==> config.mk <==
export PLATFORM = sky130hd
export DESIGN_NAME = timer_slave_flat
export DESIGN_NICKNAME = d
export VERILOG_FILES = /design/src/rtl/timer_pkg.sv /design/src/rtl/timer_slave_if.sv /design/src/rtl/timer_core.sv /design/src/rtl/timer_slave.sv /design/src/flat_wrapper.sv
export SDC_FILE = /design/constraint.sdc
export NUM_CORES = 1
export LEC_CHECK = 0
export CORE_AREA = 5 5 155 157
export CTS_CLUSTER_SIZE = 20
export DETAILED_ROUTE_END_ITERATION = 8
export DIE_AREA = 0 0 160 162
export PLACE_DENSITY = 0.8
export SLEW_MARGIN = 20
export SYNTH_ARGS = -nofsm -noshare
export SYNTH_HDL_FRONTEND = slang
export SYNTH_SLANG_ARGS = --single-unit
==> constraint.sdc <==
create_clock -name clk -period 6.3 [get_ports clk]
set_input_delay 1.575 -clock clk [delete_from_list [all_inputs] [get_ports clk]]
set_output_delay 1.575 -clock clk [all_outputs]
set_load 0.03 [all_outputs]
==> src/rtl/timer_pkg.sv <==
// Shared definitions for the memory-mapped machine timer: register map,
// control bit positions, bus FSM states, reset values and byte-enable merge.
package timer_pkg;

    // Base of the timer window in the system address map, next to the UFM and RAM windows.
    localparam logic [31:0] TIMER_OFFSET = 32'h0000_3000;

    // Word index (addr[4:2]) of each timer register; indices 6 and 7 are unmapped.
    typedef enum logic [2:0] {
        TMR_CTRL        = 3'd0,
        TMR_MTIME_LO    = 3'd1,
        TMR_MTIME_HI    = 3'd2,
        TMR_MTIMECMP_LO = 3'd3,
        TMR_MTIMECMP_HI = 3'd4,
        TMR_PRESCALE    = 3'd5
    } reg_idx_e;

    // CTRL register bit positions.
    localparam int CTRL_EN_BIT     = 0;
    localparam int CTRL_IRQ_EN_BIT = 1;

    // Bus responder states.
    typedef enum logic [1:0] {
        ST_IDLE    = 2'd0,
        ST_RBURST  = 2'd1,
        ST_WACK    = 2'd2,
        ST_RECOVER = 2'd3
    } state_e;

    // Register reset values.
    localparam logic [1:0]  CTRL_RST     = 2'b00;
    localparam logic [63:0] MTIME_RST    = 64'h0;
    localparam logic [63:0] MTIMECMP_RST = '1;
    localparam logic [15:0] PRESCALE_RST = 16'h0;

    // Replace the bytes of old_w selected by be with the matching bytes of new_w.
    function automatic logic [31:0] be_merge(input logic [31:0] old_w,
                                             input logic [31:0] new_w,
                                             input logic [3:0]  be);
        logic [31:0] res;
        res = old_w;
        for (int i = 0; i < 4; i++) begin
            if (be[i]) res[8*i +: 8] = new_w[8*i +: 8];
        end
        return res;
    endfunction

endpackage

==> src/rtl/timer_slave_if.sv <==
// Multicycle memory bus port between a master and the timer responder.
interface timer_slave_if #(
    parameter int ADDR_W  = 5,
    parameter int BURST_W = 4
);
    logic               chsel;
    logic               read;
    logic               write;
    logic [ADDR_W-1:0]  addr;
    logic [31:0]        wdata;
    logic [3:0]         dataena;
    logic [BURST_W-1:0] burstcount;
    logic [31:0]        rdata;
    logic               valid;
    logic               waitrequest;

    modport master (
        output chsel, read, write, addr, wdata, dataena, burstcount,
        input  rdata, valid, waitrequest
    );

    modport slave (
        input  chsel, read, write, addr, wdata, dataena, burstcount,
        output rdata, valid, waitrequest
    );
endinterface

==> src/rtl/timer_core.sv <==
// Timer datapath: CTRL, PRESCALE, prescale counter, 64-bit mtime and mtimecmp,
// and the registered compare interrupt. Writes arrive one word at a time with byte enables.
module timer_core
    import timer_pkg::*;
(
    input  logic        clk,
    input  logic        rst,
    input  logic        wr_en,
    input  logic [2:0]  wr_idx,
    input  logic [31:0] wr_data,
    input  logic [3:0]  wr_be,
    output logic [1:0]  ctrl,
    output logic [15:0] prescale,
    output logic [63:0] mtime,
    output logic [63:0] mtimecmp,
    output logic        irq
);

    logic [1:0]  ctrl_q,     ctrl_d;
    logic [15:0] prescale_q, prescale_d;
    logic [15:0] pcnt_q,     pcnt_d;
    logic [63:0] mtime_q,    mtime_d;
    logic [63:0] cmp_q,      cmp_d;
    logic        irq_q;

    logic        en;
    logic        tick;
    logic [31:0] ctrl_w, pre_w, lo_w, hi_w, cmp_lo_w, cmp_hi_w;

    assign en   = ctrl_q[CTRL_EN_BIT];
    assign tick = en && (pcnt_q == prescale_q);

    // Next-state for all timer registers: tick first, then a bus write overrides it.
    always_comb begin
        // NOTE: every variable gets a default before any branch so no latch is inferred.
        ctrl_w     = be_merge({30'd0, ctrl_q},     wr_data, wr_be);
        pre_w      = be_merge({16'd0, prescale_q}, wr_data, wr_be);
        lo_w       = be_merge(mtime_q[31:0],       wr_data, wr_be);
        hi_w       = be_merge(mtime_q[63:32],      wr_data, wr_be);
        cmp_lo_w   = be_merge(cmp_q[31:0],         wr_data, wr_be);
        cmp_hi_w   = be_merge(cmp_q[63:32],        wr_data, wr_be);
        ctrl_d     = ctrl_q;
        prescale_d = prescale_q;
        mtime_d    = mtime_q;
        cmp_d      = cmp_q;

        if (!en || tick) pcnt_d = '0;
        else             pcnt_d = pcnt_q + 16'd1;

        if (tick) mtime_d = mtime_q + 64'd1;

        // A write to either mtime half replaces the incremented value, so a
        // coincident tick is dropped rather than applied on top of the write.
        if (wr_en) begin
            case (wr_idx)
                TMR_CTRL: begin
                    ctrl_d = ctrl_w[1:0];
                    pcnt_d = '0;
                end
                TMR_MTIME_LO:    mtime_d = {mtime_q[63:32], lo_w};
                TMR_MTIME_HI:    mtime_d = {hi_w, mtime_q[31:0]};
                TMR_MTIMECMP_LO: cmp_d   = {cmp_q[63:32], cmp_lo_w};
                TMR_MTIMECMP_HI: cmp_d   = {cmp_hi_w, cmp_q[31:0]};
                TMR_PRESCALE: begin
                    prescale_d = pre_w[15:0];
                    pcnt_d     = '0;
                end
                default: ;
            endcase
        end
    end

    // Register update with synchronous reset; irq lags the compare by one cycle.
    always_ff @(posedge clk) begin
        // NOTE: sequential state uses non-blocking assignments so every flop samples pre-edge values.
        if (rst) begin
            ctrl_q     <= CTRL_RST;
            prescale_q <= PRESCALE_RST;
            pcnt_q     <= '0;
            mtime_q    <= MTIME_RST;
            cmp_q      <= MTIMECMP_RST;
            irq_q      <= 1'b0;
        end else begin
            ctrl_q     <= ctrl_d;
            prescale_q <= prescale_d;
            pcnt_q     <= pcnt_d;
            mtime_q    <= mtime_d;
            cmp_q      <= cmp_d;
            irq_q      <= en && ctrl_q[CTRL_IRQ_EN_BIT] && (mtime_q >= cmp_q);
        end
    end

    assign ctrl     = ctrl_q;
    assign prescale = prescale_q;
    assign mtime    = mtime_q;
    assign mtimecmp = cmp_q;
    assign irq      = irq_q;

endmodule

==> src/rtl/timer_slave.sv <==
// Bus responder for the machine timer: request decode, read-burst / write-ack FSM,
// registered read data and the mtime high-word shadow used for atomic 64-bit reads.
module timer_slave
    import timer_pkg::*;
#(
    parameter int ADDR_W  = 5,
    parameter int BURST_W = 4
) (
    input  logic          clk,
    input  logic          rst,
    timer_slave_if.slave  bus,
    output logic          irq
);

    state_e             state_q, state_d;
    logic [2:0]         idx_q,   idx_d;
    logic [BURST_W-1:0] beats_q, beats_d;
    logic [31:0]        rdata_q, rdata_d;
    logic               valid_q, valid_d;
    logic [31:0]        hi_shadow_q;

    logic [2:0]         req_idx;
    logic [2:0]         rd_sel;
    logic [31:0]        rd_word;
    logic               rd_fire;
    logic               core_wr;
    logic               addr_unused;

    logic [1:0]         ctrl;
    logic [15:0]        prescale;
    logic [63:0]        mtime;
    logic [63:0]        mtimecmp;

    assign req_idx     = bus.addr[4:2];
    assign addr_unused = ^bus.addr;

    timer_core u_core (
        .clk      (clk),
        .rst      (rst),
        .wr_en    (core_wr),
        .wr_idx   (req_idx),
        .wr_data  (bus.wdata),
        .wr_be    (bus.dataena),
        .ctrl     (ctrl),
        .prescale (prescale),
        .mtime    (mtime),
        .mtimecmp (mtimecmp),
        .irq      (irq)
    );

    // The first beat reads the requested index; later beats walk the latched index.
    assign rd_sel = (state_q == ST_IDLE) ? req_idx : idx_q;

    // Read mux; MTIME_HI returns the shadow captured by the last MTIME_LO read.
    always_comb begin
        rd_word = '0;
        case (rd_sel)
            TMR_CTRL:        rd_word = {30'd0, ctrl};
            TMR_MTIME_LO:    rd_word = mtime[31:0];
            TMR_MTIME_HI:    rd_word = hi_shadow_q;
            TMR_MTIMECMP_LO: rd_word = mtimecmp[31:0];
            TMR_MTIMECMP_HI: rd_word = mtimecmp[63:32];
            TMR_PRESCALE:    rd_word = {16'd0, prescale};
            default:         rd_word = '0;
        endcase
    end

    // Bus FSM next state and next registered outputs.
    always_comb begin
        state_d = state_q;
        idx_d   = idx_q;
        beats_d = beats_q;
        valid_d = 1'b0;
        rdata_d = '0;
        rd_fire = 1'b0;
        core_wr = 1'b0;
        case (state_q)
            ST_IDLE: begin
                if (bus.chsel && bus.write) begin
                    core_wr = 1'b1;
                    valid_d = 1'b1;
                    state_d = ST_WACK;
                end else if (bus.chsel && bus.read) begin
                    rd_fire = 1'b1;
                    valid_d = 1'b1;
                    idx_d   = req_idx + 3'd1;
                    // beats_q counts the beats still to come after this one.
                    beats_d = (bus.burstcount == '0) ? '0 : bus.burstcount - BURST_W'(1);
                    state_d = ST_RBURST;
                end
            end
            ST_RBURST: begin
                if (beats_q == '0) begin
                    state_d = ST_RECOVER;
                end else begin
                    rd_fire = 1'b1;
                    valid_d = 1'b1;
                    idx_d   = idx_q + 3'd1;
                    beats_d = beats_q - BURST_W'(1);
                end
            end
            ST_WACK:    state_d = ST_RECOVER;
            ST_RECOVER: state_d = ST_IDLE;
            default:    state_d = ST_IDLE;
        endcase
        if (rd_fire) rdata_d = rd_word;
    end

    // FSM, output and shadow registers; reset abandons any burst in progress.
    always_ff @(posedge clk) begin
        if (rst) begin
            state_q     <= ST_IDLE;
            idx_q       <= '0;
            beats_q     <= '0;
            rdata_q     <= '0;
            valid_q     <= 1'b0;
            hi_shadow_q <= '0;
        end else begin
            state_q <= state_d;
            idx_q   <= idx_d;
            beats_q <= beats_d;
            rdata_q <= rdata_d;
            valid_q <= valid_d;
            if (rd_fire && rd_sel == TMR_MTIME_LO) hi_shadow_q <= mtime[63:32];
        end
    end

    assign bus.rdata       = rdata_q;
    assign bus.valid       = valid_q;
    assign bus.waitrequest = (state_q != ST_IDLE);

endmodule
==> src/flat_wrapper.sv <==
// flat-port wrapper written by rule: the top's interface ports become plain ports
module timer_slave_flat import timer_pkg::*;
#(
    parameter int ADDR_W  = 5,
    parameter int BURST_W = 4
)
  (clk, rst, irq, bus_chsel, bus_read, bus_write, bus_addr, bus_wdata, bus_dataena, bus_burstcount, bus_rdata, bus_valid, bus_waitrequest);
  timer_slave_if #(.ADDR_W(ADDR_W), .BURST_W(BURST_W)) bus_i ();
  input  logic clk;
  input  logic rst;
  output logic irq;
  input wire logic [$bits(bus_i.chsel)-1:0] bus_chsel;
  input wire logic [$bits(bus_i.read)-1:0] bus_read;
  input wire logic [$bits(bus_i.write)-1:0] bus_write;
  input wire logic [$bits(bus_i.addr)-1:0] bus_addr;
  input wire logic [$bits(bus_i.wdata)-1:0] bus_wdata;
  input wire logic [$bits(bus_i.dataena)-1:0] bus_dataena;
  input wire logic [$bits(bus_i.burstcount)-1:0] bus_burstcount;
  output wire logic [$bits(bus_i.rdata)-1:0] bus_rdata;
  output wire logic [$bits(bus_i.valid)-1:0] bus_valid;
  output wire logic [$bits(bus_i.waitrequest)-1:0] bus_waitrequest;
  assign bus_i.chsel = bus_chsel;
  assign bus_i.read = bus_read;
  assign bus_i.write = bus_write;
  assign bus_i.addr = bus_addr;
  assign bus_i.wdata = bus_wdata;
  assign bus_i.dataena = bus_dataena;
  assign bus_i.burstcount = bus_burstcount;
  assign bus_rdata = bus_i.rdata;
  assign bus_valid = bus_i.valid;
  assign bus_waitrequest = bus_i.waitrequest;
  timer_slave #(.ADDR_W(ADDR_W), .BURST_W(BURST_W)) u_core (.clk(clk), .rst(rst), .bus(bus_i), .irq(irq));
endmodule
==> summary.txt, run 1 <==
Outcome: finished clean
Number of max-cap violations: 0
WL/cell: 20.9 um
CP arrival: 4.58 ns
Drt via density: 6.75
Core footprint: 22,400 um^2
Detailed Route Iter0 Violations: 1,508
Vias in the first global route: 12,300
Nets: 1,789
Row cnt: 55
Global-route wire length before repair: 65,400 um
Sequential share of the synthesized area: 0.357
Tmin final: 4.17 ns
Root Buffer: clkbuf_16
#FFs+latches synth: 237
Routed Antenna Nets: 0
Top cell type's share of synthesized area: 0.357
PwrDens: 262 nW/um^2
Post-Syn Area per Cell: 8.07 um^2
CTS tree: done
Mapped Nets: 1,765
Post-Route M1 WL: 17,000 um
Critical Path Start Type: primary input
Clock skew: 0.00829 ns
Area contributors post-synth: dfxtp_1, ha_1, nand2_1
Max-slew violation count: 0
Synthesized area: 13,300 um^2
Detailed Place HPWL: 28,200 um
I/O Buffers: 82
Critical-path maximum fanout: 17
Width of the die: 160 um
YS warnings: 0
Yosys top cell by area: dfxtp_1
GP Congestion: 0.955
Max IR drop VDD: 0.265 mV
Final setup fails: 0
Layout cells sized above 1: 0.0646
CP Capture Type: register
Non-Filler Instances: 1,973
Post-synth ARST share: 0
Fmax: 0.240 GHz
Via Count: 13,300
Max Used Layer: met4
Clk Latency, worst-skew pair: 0.53 ns
CTS H-tree depth: 1
Post CTS Setup Buffer Count: 0
Routed wl met3: 4170 um
Main synth FF type: dfxtp_1
CTS Buf Count: 25
Worst hold path type: reg2reg
Period utilization: 0.662
Setup TNS: 0 ns
Largest net degree at the start of global routing: 83
Clock transition at path regs: 0.06 ns
Netlist cell types: 80
Area delta synth->final: 13.2%
# IOs: 85
NetSw: 1.26 mW
Placed cell area: 14,200 um^2
GRT Total Usage: 0.303
Max clock buf depth: 3
DRT Wirelength: 41,300 um
Slew margin rel.: 0.264
Initial core utilization: 0.594
Sinks on Clock Net: 237
Sw frac: 0.320
Sequential share of power: 0.407
Cells after Synth: 1,645
RSZ-0062 raised after global routing: false
CP Class: in2reg
Leakage Power: 5.89 nW
CTS Hold Bufs: 0
Placed Cells: 1,927
DRC Markers: 0
Clock network power share: 0.362
Die area: 25,900 um^2
Die height: 162 um
Final Hold Viols: 0
Worst Path Required: 6.71 ns
Worst reg2reg setup slack: 2.83 ns
Finished Cell Area: 15,000 um^2
Antenna violations before repair: 0
Grt ovf: 0
Worst-Margin Slew: 1.10 ns
Number of synthesized flops with an enable pin: 0
Routed wl met2: 18,500 um
First-pass detailed-route iteration total: 8
Pint: 2.68 mW
Post_cts resized: 0
Comb pwr share: 0.231
[registers in the layout, indices dropped and copies added (netlist names)]
| name | cells |
|---|---|
| u_core.state_q | 2 |
| u_core.beats_q | 4 |
| u_core.bus.valid | 1 |
| u_core.bus.rdata | 32 |
| u_core.idx_q | 3 |
| u_core.u_core.irq | 1 |
| u_core.u_core.prescale | 16 |
| u_core.u_core.pcnt_q | 16 |
| u_core.hi_shadow_q | 32 |
| u_core.u_core.ctrl | 2 |
| u_core.u_core.mtime | 64 |
| u_core.u_core.mtimecmp | 64 |
[metrics by stage]
stage | setup slack [ns] | total power [mW] | hold WS (ns) | util
after floorplan | 3.02 | 2.20 | 0.436 | -
after global placement | 1.77 | 2.49 | 0.442 | 0.637
after detailed placement | 1.72 | 2.51 | 0.446 | 0.637
after CTS | 2.27 | 3.92 | 0.454 | 0.672
after global routing | 1.98 | 4.08 | 0.468 | 0.672
final | 2.13 | 3.94 | 0.453 | 0.672
[power by group through the flow]
stage               Sequential, mW  Combinational, mW  Clock, mW
CTS                           1.60              0.886       1.43
detailed placement            1.63              0.879          0
global route                  1.61              0.965       1.50
finish                        1.60              0.909       1.42
floorplan                     1.65              0.550          0
global placement              1.63              0.862          0
[critical path: stages]
cell and delay (ns):
clkdlybuf4s50_1 0.53, nand4b_1 0.48, nor2_2 0.79, nor2_2 0.33, buf_4 0.31, nand3_1 0.10, a31oi_1 0.05, or3b_1 0.39
[area by class of cell]
type	count	area, um^2
multi-input cells	1202	7790
fillers	1864	7340
flip-flops and latches	237	4740
repair buffers	106	998
clock buffers	36	697
inverters	97	364
well taps	285	357
clock inverters	9	73.8
diodes	1	2.50
[cells in the final DEF (no fill, tap or decap), types with 6 or more instances in the layout]
cell | Yosys | layout
o211ai_1 | 73 | 73
and2_1 | 12 | 12
xnor2_1 | 12 | 12
clkbuf_16 | 0 | 25
clkbuf_1 | 86 | 8
o2111ai_1 | 6 | 6
nand3_1 | 49 | 49
mux2i_1 | 34 | 31
dfxtp_1 | 237 | 237
clkdlybuf4s50_1 | 0 | 81
nor4_1 | 19 | 19
buf_4 | 0 | 25
a22oi_1 | 54 | 54
nand2_1 | 204 | 204
ha_1 | 70 | 70
o21ai_1 | 9 | 8
nor2_1 | 118 | 114
clkinv_2 | 0 | 7
o31a_1 | 6 | 6
inv_1 | 97 | 96
xor2_1 | 27 | 27
or3_1 | 11 | 11
a211oi_1 | 10 | 10
nand2b_1 | 8 | 8
nor3_1 | 55 | 53
a21oi_1 | 113 | 113
nand4_1 | 42 | 42
o21a_1 | 9 | 9
o22ai_1 | 15 | 15
nor2b_1 | 6 | 6
mux2_2 | 18 | 18
a32oi_1 | 7 | 7
a221oi_1 | 34 | 34
and3_1 | 23 | 23
and4_1 | 7 | 7
a311oi_1 | 7 | 7
a31oi_1 | 19 | 19
o21ai_0 | 36 | 35
[synth_stat cells, types with 23 or more instances]
cell and instances:
xor2_1 27, mux2i_1 34, clkbuf_1 86, nand3_1 49, and3_1 23, nand2_1 204, nor2_1 118, inv_1 97
dfxtp_1 237, o211ai_1 73, a221oi_1 34, a22oi_1 54, ha_1 70, nor3_1 55, nand4_1 42, o21ai_0 36
a21oi_1 113
[layer usage]
layer | vias to the layer above | track usage
met2 | 757 | 0.485
met3 | 142 | 0.0533
met4 | 0 | 0.124
li1 | 6147 | -
met1 | 6269 | 0.409
met5 | - | 0
[kinds of logic (layout without fill, tap and decap cells)]
group | Yosys count | count (layout) | share of synthesized area
adder cells (fa/ha/maj) | 70 | 70 | 0.0660
AND/OR/NAND/NOR | 581 | 581 | 0.209
AO/OA/AOI/OAI | 459 | 459 | 0.241
buffers and inverters | 206 | 248 | 0.0593
other | 0 | 1 | 0
flip-flops | 237 | 237 | 0.357
multiplexers | 53 | 53 | 0.0418
XOR/XNOR | 39 | 39 | 0.0257
[path summary, 6_finish.rpt]
| kind | startpoint | end | cells past startpoint |
|---|---|---|---|
| max | bus_addr[2] | u_core.u_core.mtime[63] | 8 |
| min | u_core.hi_shadow_q[18] | u_core.hi_shadow_q[18] | 2 |
| max reg2reg | u_core.state_q[1] | u_core.u_core.mtime[63] | 9 |
| min reg2reg | u_core.hi_shadow_q[18] | u_core.hi_shadow_q[18] | 2 |
Power figures use the tool's default switching activity.
==> run 2, diff against run 1 <==
clock period = 4.37 ns   (was 6.3 ns; I/O delays follow)
==> run 2 against run 1 <==
Net effect: combinational power is 45% higher; non-clock buffer count grew 19; register-to-register slack worse by 1.7 ns; sequential share of layout area fell by 0.43 points; clock skew increased by 0.0058 ns; design area grew 1.4%; worst setup slack worse by 1.1 ns; first-iteration DRC count grew 7.6%; clock power increased by 51%; hold slack gained 0.0016 ns; die area unchanged; cell count up 1.1%; critical path type is now reg2out.
==> summary.txt, run 2 (synthesized netlist as in run 1, its figures left out) <==
Die area: 25,900 um^2
Detailed Route Iter0 Violations: 1,623
Clock network power share: 0.371
Setup TNS: 0 ns
Hold path start: u_core.hi_shadow_q[6]
Antenna violations before repair: 0
GRT Total Usage: 0.307
Routed Antenna Nets: 0
Reg2reg start: u_core.u_core.mtime[34]
Nets: 1,809
Clock skew: 0.0141 ns
Fmax: 0.303 GHz
Post_cts resized: 0
Tmin final: 3.30 ns
Period utilization: 0.755
Pint: 3.95 mW
RSZ-0062 raised after global routing: false
PwrDens: 379 nW/um^2
Post CTS Setup Buffer Count: 0
Max clock buf depth: 3
Row cnt: 55
Die height: 162 um
Drt via density: 6.62
DRT Wirelength: 41,200 um
Finished Cell Area: 15,200 um^2
Core footprint: 22,400 um^2
# IOs: 85
Layout cells sized above 1: 0.0749
Root Buffer: clkbuf_16
Worst reg2reg setup slack: 1.17 ns
First-pass detailed-route iteration total: 6
Sequential share of power: 0.400
Vias in the first global route: 12,500
Max-slew violation count: 0
Clk Latency, worst-skew pair: 0.54 ns
Outcome: finished clean
Width of the die: 160 um
Placed cell area: 14,400 um^2
Critical-path maximum fanout: 14
Area delta synth->final: 14.8%
NetSw: 1.83 mW
Worst hold path type: reg2reg
Detailed Place HPWL: 28,900 um
Global-route wire length before repair: 66,100 um
GP Congestion: 0.971
DRC Markers: 0
Worst R2R Path Depth: 6
CTS H-tree depth: 1
Worst Path Required: 3.28 ns
Initial core utilization: 0.594
Worst-Margin Slew: 0.987 ns
Most common cell after layout, fill and taps aside: dfxtp_1
Critical Path Start Type: register
CP Capture Type: output port
Sw frac: 0.316
CTS Buf Count: 26
CP arrival: 2.21 ns
Slew margin rel.: 0.336
Final Hold Viols: 0
Hold-critical path depth: 2
Via Count: 13,200
Most frequent cells in the layout: dfxtp_1, nand2_1, nor2_1
Largest net degree at the start of global routing: 57
Inserted Diodes: 0
Grt ovf: 0
CTS tree: done
I/O Buffers: 82
Clock transition at path regs: 0.06 ns
Number of max-cap violations: 0
WL/cell: 20.7 um
Leakage Power: 6.01 nW
CTS Hold Bufs: 0
CP Class: reg2out
Reg2reg end: u_core.u_core.mtime[62]
Comb pwr share: 0.229
Sinks on Clock Net: 237
Final setup fails: 0
Worst Hold End: u_core.hi_shadow_q[6]
Max IR drop VDD: 0.306 mV
[run 2: layout make-up]
type / instances / area, um^2
repair buffers: 125 / 1150
fillers: 1786 / 7130
multi-input cells: 1202 / 7790
inverters: 97 / 364
flip-flops and latches: 237 / 4740
clock inverters: 7 / 71.3
clock buffers: 41 / 757
well taps: 285 / 357
[run 2: worst max path at each step]
stage,start,to,depth (start not counted)
after floorplan,bus_addr[2],u_core.u_core.mtime[60],6
after CTS,u_core.state_q[1],bus_waitrequest,4
final,u_core.state_q[1],bus_waitrequest,4
after detailed placement,bus_addr[4],u_core.u_core.mtime[55],8
after global routing,u_core.state_q[1],bus_waitrequest,4
after global placement,bus_addr[4],u_core.u_core.mtime[55],8
[run 2: critical path: stages, from the launching register on]
cell	delay [ns]
dfxtp_1	0.31
inv_1	0.07
ha_1	0.51
inv_1	0.16
clkdlybuf4s50_1	0.63
[run 2: metal layers]
metal | global-route usage | part of all wire | vias to the layer above
met1 | 0.414 | 0.41 | 6228
met4 | 0.102 | 0.031 | 0
met3 | 0.0632 | 0.10 | 116
met5 | 0 | 0 | -
met2 | 0.497 | 0.45 | 683
li1 | - | - | 6168
[run 2: power groups by stage]
stage | sequential, mW | combinational (mW) | clock (mW)
CTS | 2.31 | 1.29 | 2.16
global placement | 2.35 | 1.26 | 0
floorplan | 2.38 | 0.794 | 0
finish | 2.31 | 1.32 | 2.15
detailed placement | 2.35 | 1.28 | 0
global route | 2.32 | 1.42 | 2.26
[run 2: stage by stage]
stage / setup WS [ns] / cells / hold slack (ns) / util / power, mW
2_1_floorplan: 1.57 / 1645 / 0.436 / - / 3.17
3_3_place_gp: 0.638 / 1946 / 0.441 / 0.644 / 3.61
3_5_place_dp: 0.570 / 1946 / 0.446 / 0.644 / 3.63
4_1_cts: 1.07 / 1994 / 0.454 / 0.681 / 5.76
5_1_grt: 0.931 / 1994 / 0.474 / 0.681 / 6.00
6_report: 1.07 / 1994 / 0.455 / 0.681 / 5.78
